[config.mk]
export PLATFORM = sky130hd
export DESIGN_NAME = sample_frame_buffer
export DESIGN_NICKNAME = d
export VERILOG_FILES = /design/src/rtl/sample_frame_buffer.sv
export SDC_FILE = /design/constraint.sdc
export NUM_CORES = 1
export LEC_CHECK = 0
export BUFFER_PORTS_ARGS = -buffer_cell sky130_fd_sc_hd__buf_2
export CORE_UTILIZATION = 54
export DETAILED_ROUTE_END_ITERATION = 7
export HOLD_SLACK_MARGIN = 0.1
export PLACE_DENSITY = 0.72
export SETUP_SLACK_MARGIN = 0.02
export SYNTH_ARGS = -nofsm -noshare
export SYNTH_HDL_FRONTEND = slang
export SYNTH_SLANG_ARGS = --single-unit
[constraint.sdc]
create_clock -name i_Clk -period 3.6 [get_ports i_Clk]
set_clock_uncertainty 0.1 [all_clocks]
set_input_delay 0.72 -clock i_Clk [delete_from_list [all_inputs] [get_ports i_Clk]]
set_output_delay 0.72 -clock i_Clk [all_outputs]
set_load 0.005 [all_outputs]
[src/rtl/sample_frame_buffer.sv]
// Stereo sample FIFO that releases one pair per LRCLK frame to a serializer.
// Primes to a fill threshold before playback and falls back to priming on underrun.
module sample_frame_buffer #(
    parameter int NUM_OF_AMPLITUDE_BITS = 16,
    parameter int DIVISOR               = 512,
    parameter int FIFO_DEPTH            = 8,
    parameter int PRIME_LEVEL           = 4
) (
    input  logic                             i_Clk,
    input  logic                             i_Rst_n,
    input  logic                             i_Sample_Valid,
    input  logic [NUM_OF_AMPLITUDE_BITS-1:0] i_Sample_Left,
    input  logic [NUM_OF_AMPLITUDE_BITS-1:0] i_Sample_Right,
    output logic                             o_Sample_Ready,
    output logic [NUM_OF_AMPLITUDE_BITS-1:0] o_Left,
    output logic [NUM_OF_AMPLITUDE_BITS-1:0] o_Right,
    output logic                             o_Frame_Strobe,
    output logic                             o_Underrun,
    output logic [$clog2(FIFO_DEPTH):0]      o_Fill_Level
);

    localparam int W    = NUM_OF_AMPLITUDE_BITS;
    localparam int AW   = $clog2(FIFO_DEPTH);
    localparam int CW   = (DIVISOR > 1) ? $clog2(DIVISOR) : 1;
    localparam int LAST = DIVISOR - 1;

    localparam logic [CW-1:0] CNT_LAST = LAST[CW-1:0];
    localparam logic [AW:0]   DEPTH    = FIFO_DEPTH[AW:0];
    localparam logic [AW:0]   PRIME    = PRIME_LEVEL[AW:0];

    typedef enum logic {
        S_PRIME,
        S_PLAY
    } state_t;

    state_t            state_q;
    state_t            state_d;
    logic [CW-1:0]     cnt_q;
    logic [AW-1:0]     wr_ptr_q;
    logic [AW-1:0]     rd_ptr_q;
    logic [AW:0]       fill_q;
    logic [2*W-1:0]    mem [FIFO_DEPTH];
    logic [2*W-1:0]    rd_data;
    logic              tick;
    logic              push;
    logic              pop;
    logic              load;
    logic              underrun_d;

    assign tick    = (cnt_q == CNT_LAST);
    assign rd_data = mem[rd_ptr_q];

    // Ready is held low while reset is asserted, otherwise it tracks fill only.
    assign o_Sample_Ready = i_Rst_n && (fill_q < DEPTH);
    assign push           = i_Sample_Valid && o_Sample_Ready;
    assign o_Fill_Level   = fill_q;

    always_comb begin
        state_d    = state_q;
        pop        = 1'b0;
        load       = 1'b0;
        underrun_d = 1'b0;
        if (tick) begin
            load = 1'b1;
            unique case (state_q)
                S_PRIME: begin
                    if (fill_q >= PRIME) state_d = S_PLAY;
                end
                S_PLAY: begin
                    if (fill_q != '0) begin
                        pop = 1'b1;
                    end else begin
                        underrun_d = 1'b1;
                        state_d    = S_PRIME;
                    end
                end
                default: state_d = S_PRIME;
            endcase
        end
    end

    always_ff @(posedge i_Clk or negedge i_Rst_n) begin
        if (!i_Rst_n) begin
            state_q        <= S_PRIME;
            cnt_q          <= '0;
            o_Frame_Strobe <= 1'b0;
            o_Underrun     <= 1'b0;
        end else begin
            state_q        <= state_d;
            cnt_q          <= tick ? '0 : cnt_q + 1'b1;
            o_Frame_Strobe <= tick;
            o_Underrun     <= underrun_d;
        end
    end

    always_ff @(posedge i_Clk) begin
        if (push) mem[wr_ptr_q] <= {i_Sample_Left, i_Sample_Right};
    end

    always_ff @(posedge i_Clk or negedge i_Rst_n) begin
        if (!i_Rst_n) begin
            wr_ptr_q <= '0;
            rd_ptr_q <= '0;
            fill_q   <= '0;
        end else begin
            if (push) wr_ptr_q <= wr_ptr_q + 1'b1;
            if (pop)  rd_ptr_q <= rd_ptr_q + 1'b1;
            unique case ({push, pop})
                2'b10:   fill_q <= fill_q + 1'b1;
                2'b01:   fill_q <= fill_q - 1'b1;
                default: fill_q <= fill_q;
            endcase
        end
    end

    // Non-pop frame ticks (priming or underrun) play silence.
    always_ff @(posedge i_Clk or negedge i_Rst_n) begin
        if (!i_Rst_n) begin
            o_Left  <= '0;
            o_Right <= '0;
        end else if (load) begin
            o_Left  <= pop ? rd_data[2*W-1:W] : '0;
            o_Right <= pop ? rd_data[W-1:0]   : '0;
        end
    end

endmodule

---- Word-level counts from Yosys, hierarchy flattened ----
Memory sizes are Yosys's and may differ from the RTL's.
Cells that the tools add are included.
storage, ports and cells
  bits in registers ....................... 54
  bits in latches ......................... 0
  memory bits (writable) .................. 256
  ROM bits ................................ 0
  memories ................................ 1
memories
  name  depth  bits a word  read ports  clocked after Yosys merged registers in  write ports  line  text
  mem   8      32           1           0                                        1            42    logic [2*W-1:0] mem [FIFO_DEPTH];
cells by class
  add/subtract/negate cells ............... 5
  multipliers ............................. 0
  div/mod/pow operators ................... 0
  $lt $le $gt $ge ......................... 2
  equal/unequal tests ..................... 3
  shifts and indexed selects .............. 0
  multiplexer cells ....................... 15
  bitwise logic cells ..................... 1
  reduce and logical (&&, ||, !) cells .... 4
operators with widths
  cell                   count
  $mux W16               2
  $mux W1                10
  $add A9 B1 Y9 const B  1
  $eq A9 B9 Y1 const B   1
  $mux W9                1
  $pmux W4 S2            1
  $add A3 B1 Y3 const B  2
  $add A4 B1 Y4 const B  1
  $ge A4 B3 Y1 const B   1
  $lt A4 B4 Y1 const B   1
  $reduce_bool A4 Y1     1
  $sub A4 B1 Y4 const B  1
  $eq A2 B1 Y1 const B   1
  $eq A2 B2 Y1 const B   1
  $logic_and A1 B1 Y1    2
  $pmux W1 S2            1
  $reduce_bool A2 Y1     1
  $not A1 Y1             1

---- Logic depth before layout (Yosys ltp) ----
  word-level depth ........................ 6
  mapped depth ............................ 15
  gate-level depth less buffers ........... 14

---- Least setup slack after synthesis ----
Ideal clock, no wire load.
  kind .................................... in2reg
  start ................................... input port i_Rst_n
  end ..................................... memory mem[0][0] (netlist bit), enable pin
  setup time .............................. 461 ps
  arrival time ............................ 3436 ps
  required time ........................... 3039 ps
  slack ................................... -397 ps
  cell stages on the path ................. 4
  cell sequence ........................... nor2b_1 > and2_1 > nand2b_1 > nor3_1
on the way
  cells in the longest elaborated chain, start to end .. 4
ends and longest elaborated chain
  item                           line  text
  from (decl)                    10    input logic i_Rst_n,
  $logic_and A1 B1 Y1            54    assign o_Sample_Ready = i_Rst_n && (fill_q < DEPTH);
  $logic_and A1 B1 Y1            55    assign push = i_Sample_Valid && o_Sample_Ready;
  $mux W1                        97    if (push) mem[wr_ptr_q] <= {i_Sample_Left, i_Sample_Right};
  $mux W1 (not written as such)  97
  to (decl)                      42
Every way passes these cells.

---- Worst setup path in the final report ----
  start ................................... register cnt_q[0]
  end ..................................... register fill_q[2], in the netlist o_Fill_Level[2]
on the way
  cells in the longest elaborated chain, start to end .. 4
  elaborated cells on any way between the ends .. 6
  those cells by class .................... eq/ne (3); mux (2); reduce/logical (1)
ends and longest elaborated chain
  item                                               line  text
  from (decl)                                        38    logic [CW-1:0] cnt_q;
  from (signal assigned)                             90    cnt_q <= tick ? '0 : cnt_q + 1'b1;
  $eq A9 B9 Y1 *                                     50    assign tick = (cnt_q == CNT_LAST);
  $mux W1 *                                          63    if (tick) begin
  $eq A2 B1 Y1 or $eq A2 B2 Y1 (tied branches)       108   unique case ({push, pop})
  $pmux W4 S2 or $reduce_bool A2 Y1 (tied branches)  --
  to (signal assigned)                               109   2'b10: fill_q <= fill_q + 1'b1;
  to (signal assigned)                               110   2'b01: fill_q <= fill_q - 1'b1;
  to (signal assigned)                               111   default: fill_q <= fill_q;
  to (decl)                                          41    logic [AW:0] fill_q;
Mark *: on every way between the ends. The rest lies on a longest branch, timed or not.
A chain may end at the register's enable or synchronous reset.

==> impl_metrics.yaml <==
status:
  outcome: "finished, final reports clean"
detailed_routing:
  drtAntennaViolNets: 0
  wl_per_cell_um: 21.23
  vias_per_cell: 5.685
  wl_mm: 22.99
  first_pass_iters: 5
  drc: 0
  num_vias: 6157
  dr.first_iter.drc_count: 356
synthesis:
  synth-seq-cells: 310
  ys_warn_count: 0
  ys_types: 37
  syn_area_um2: 12070
  syn_inst: 684
  synth_fp_nets: 726
  syn_avg_cell_area_um2: 17.64
  yosysSeqAreaShare_pct: 74.91
timing:
  min_period_ns: 2.756
  rsz0062_at_grt: "no"
  worst_pin_slew_ns: 0.7666
  setup_viol: 0
  fmaxAchievable_mhz: 362.8
  tns_ns: 0
  slew_headroom_pct: 48.89
  hold_viol_final: 0
  whs_ns: 0.2557
  slew_viol_final: 0
  period_share_pct: 76.56
finish:
  layout_commonest_cell: "edfxtp_1"
  fin_nets: 821
  n_antenna_cell: 0
  layout-drive-gt1-share_pct: 22.79
  layout.cells.non_filler: 1083
  layout_common_cells: "edfxtp_1 (256), buf_2 (73), mux2i_1 (64)"
  areaGrowthSynthToFinish_pct: 14.41
critical_path:
  cp.required_ns: 3.92
  max_stage_delay_ns: 0.38
  worstPathArrival_ns: 3.08
  criticalPathCategory: "flip-flop to flip-flop"
  worst_path_max_delay_cell: "dfrtp_1"
  r2r_slack_ns: 0.84
  path_cells: "ha_1 -> nand2_1 -> nor2_1 -> and3_1 -> ha_2 -> nand2_1 -> a21oi_4 -> ha_1 -> xor2_1 -> ha_1 -> a21oi_1 -> xor2_1 -> nor2_1 -> xor2_1"
  path_max_fanout: 5
  end_kind: "flip-flop"
  cp-start-kind: "flip-flop"
clock_tree:
  insertion_delay_ns: 0.55
  holdBufCountCts: 0
  htreeDepth: 1
  tritoncts.num_buffers: 30
  cts_resized: 0
  post_cts_buffers: 0
  clk_pin_slew_ns: 0.06
  tritoncts: "built"
  clockRootBuffer: "clkbuf_16"
  clock_path_buffers: 3
  clock_sinks: 310
place:
  port_buffers: 73
  hpwl_mm: 13.66
  gp_congestion: 0.7541
  dp_cells: 1027
floorplan:
  start_util_pct: 55.12
  num_io_pins: 74
  die_h_um: 151.5
  coreArea_um2: 21890
  std_cell_rows: 54
  fp.dieArea_um2: 22950
  die_w_um: 151.5
job:
  cap_violations: 0
global_routing:
  grt_pass1_vias: 6542
  grt_max_degree: 55
  grt_pass1_wl_mm: 36.07
  overflow: 0
  antenna_found_initial: 2
  track_usage_pct: 21.38
pwr:
  leakagePower_nw: 4.676
  power.density_nw_per_um2: 553.4
  peakVddDrop_mv: 0.4206
min_path:
  hold_path_class: "primary input to async pin"
logic make-up (layout without fill, tap and decap cells):
group           after synthesis  after routing  share of synthesized area (%)
xor+xnor                     13             13                         0.9436
flops                       310            310                          74.91
mux                          98             98                          11.56
simple gates                117            117                          4.822
fa+ha+maj                     7              7                         0.7258
buf+inv                      67            186                          3.183
compound gates               72             72                          3.857
where the power goes:
part	internal [W]	switching, W
registers	0.00411	0.000115
logic	0.000164	0.000294
clock network	0.00172	0.00124
Yosys cell counts (all sizes together):
cell type	count	area share (%)
inv	34	1.1
ha	7	0.73
nand2b	26	1.3
o21ai	34	1.4
nor4b	1	0.073
or3	1	0.052
and2	1	0.052
a21oi	4	0.20
and3	1	0.052
mux4	32	6.1
nor4bb	1	0.083
xnor2	6	0.44
nand2	25	0.78
nand3	35	1.5
clkbuf	13	0.40
o2111ai	9	0.65
mux2i	64	5.3
nor2	18	0.56
a22oi	23	1.4
dfrtp	54	11
mux2	2	0.19
nor3	4	0.17
buf	20	1.7
nor2b	4	0.21
edfxtp	256	64
o31ai	1	0.062
xor2	7	0.51
a41oi	1	0.073
critical path: cells and delay by family, from the launching register on:
| kind | cells | cell delay (ns) |
|---|---|---|
| AOI/OAI and AO/OA | 2 | 0.31 |
| xor gates and xnor gates | 3 | 0.44 |
| adders and majority gates | 4 | 0.85 |
| DFF | 1 | 0.38 |
| and+or+nand+nor | 5 | 0.56 |
flip-flops by register name, summed over array words and instances (netlist names):
| name | flops |
|---|---|
| mem | 256 |
| o_Fill_Level | 4 |
| o_Underrun | 1 |
| rd_ptr_q | 3 |
| o_Frame_Strobe | 1 |
| state_q | 1 |
| o_Left | 16 |
| wr_ptr_q | 3 |
| o_Right | 16 |
| cnt_q | 9 |
per-stage QoR:
stage	utilization [%]	setup slack [ns]	area (um2)	total power, W
final	63.07	0.8439	13810	0.007640
after global routing	63.07	0.6846	13810	0.007902
after CTS	63.07	0.8417	13810	0.007710
after detailed placement	58.76	0.7637	12860	0.004763
after global placement	58.76	0.8175	12860	0.004729
after floorplan	-	0.4596	12080	0.004486
per-layer routing:
layer | vias to the layer above | track usage (%) | wire length (um) | part of all wire, %
li1 | 2817 | - | - | -
met1 | 3143 | 27.80 | 9594 | 42
met4 | 4 | 5.900 | 487 | 2.1
met2 | 151 | 37.51 | 11840 | 52
met5 | - | 0 | 16 | 0.070
met3 | 42 | 3.234 | 1048 | 4.6
final timing paths:
kind,endpoint,depth (start not counted),start
setup / recovery,o_Fill_Level[2],14,cnt_q[0]
hold / removal,o_Right[14],2,i_Rst_n
setup reg to reg,o_Fill_Level[2],14,cnt_q[0]
hold reg to reg,cnt_q[0],1,cnt_q[0]
max in group asynchronous,rd_ptr_q[0],2,i_Rst_n
min in group i_Clk,mem[6][9],1,i_Sample_Right[9]
layout make-up:
class,count,area [um2]
Clock buffer,48,868.3
Clock inverter,8,75.07
Fill cell,1564,8085
Inverter,34,127.6
Multi-Input combinational cell,307,2726
Sequential cell,310,9045
Tap cell,280,350.3
Timing Repair Buffer,96,613.1
Power figures use the tool's default switching activity.
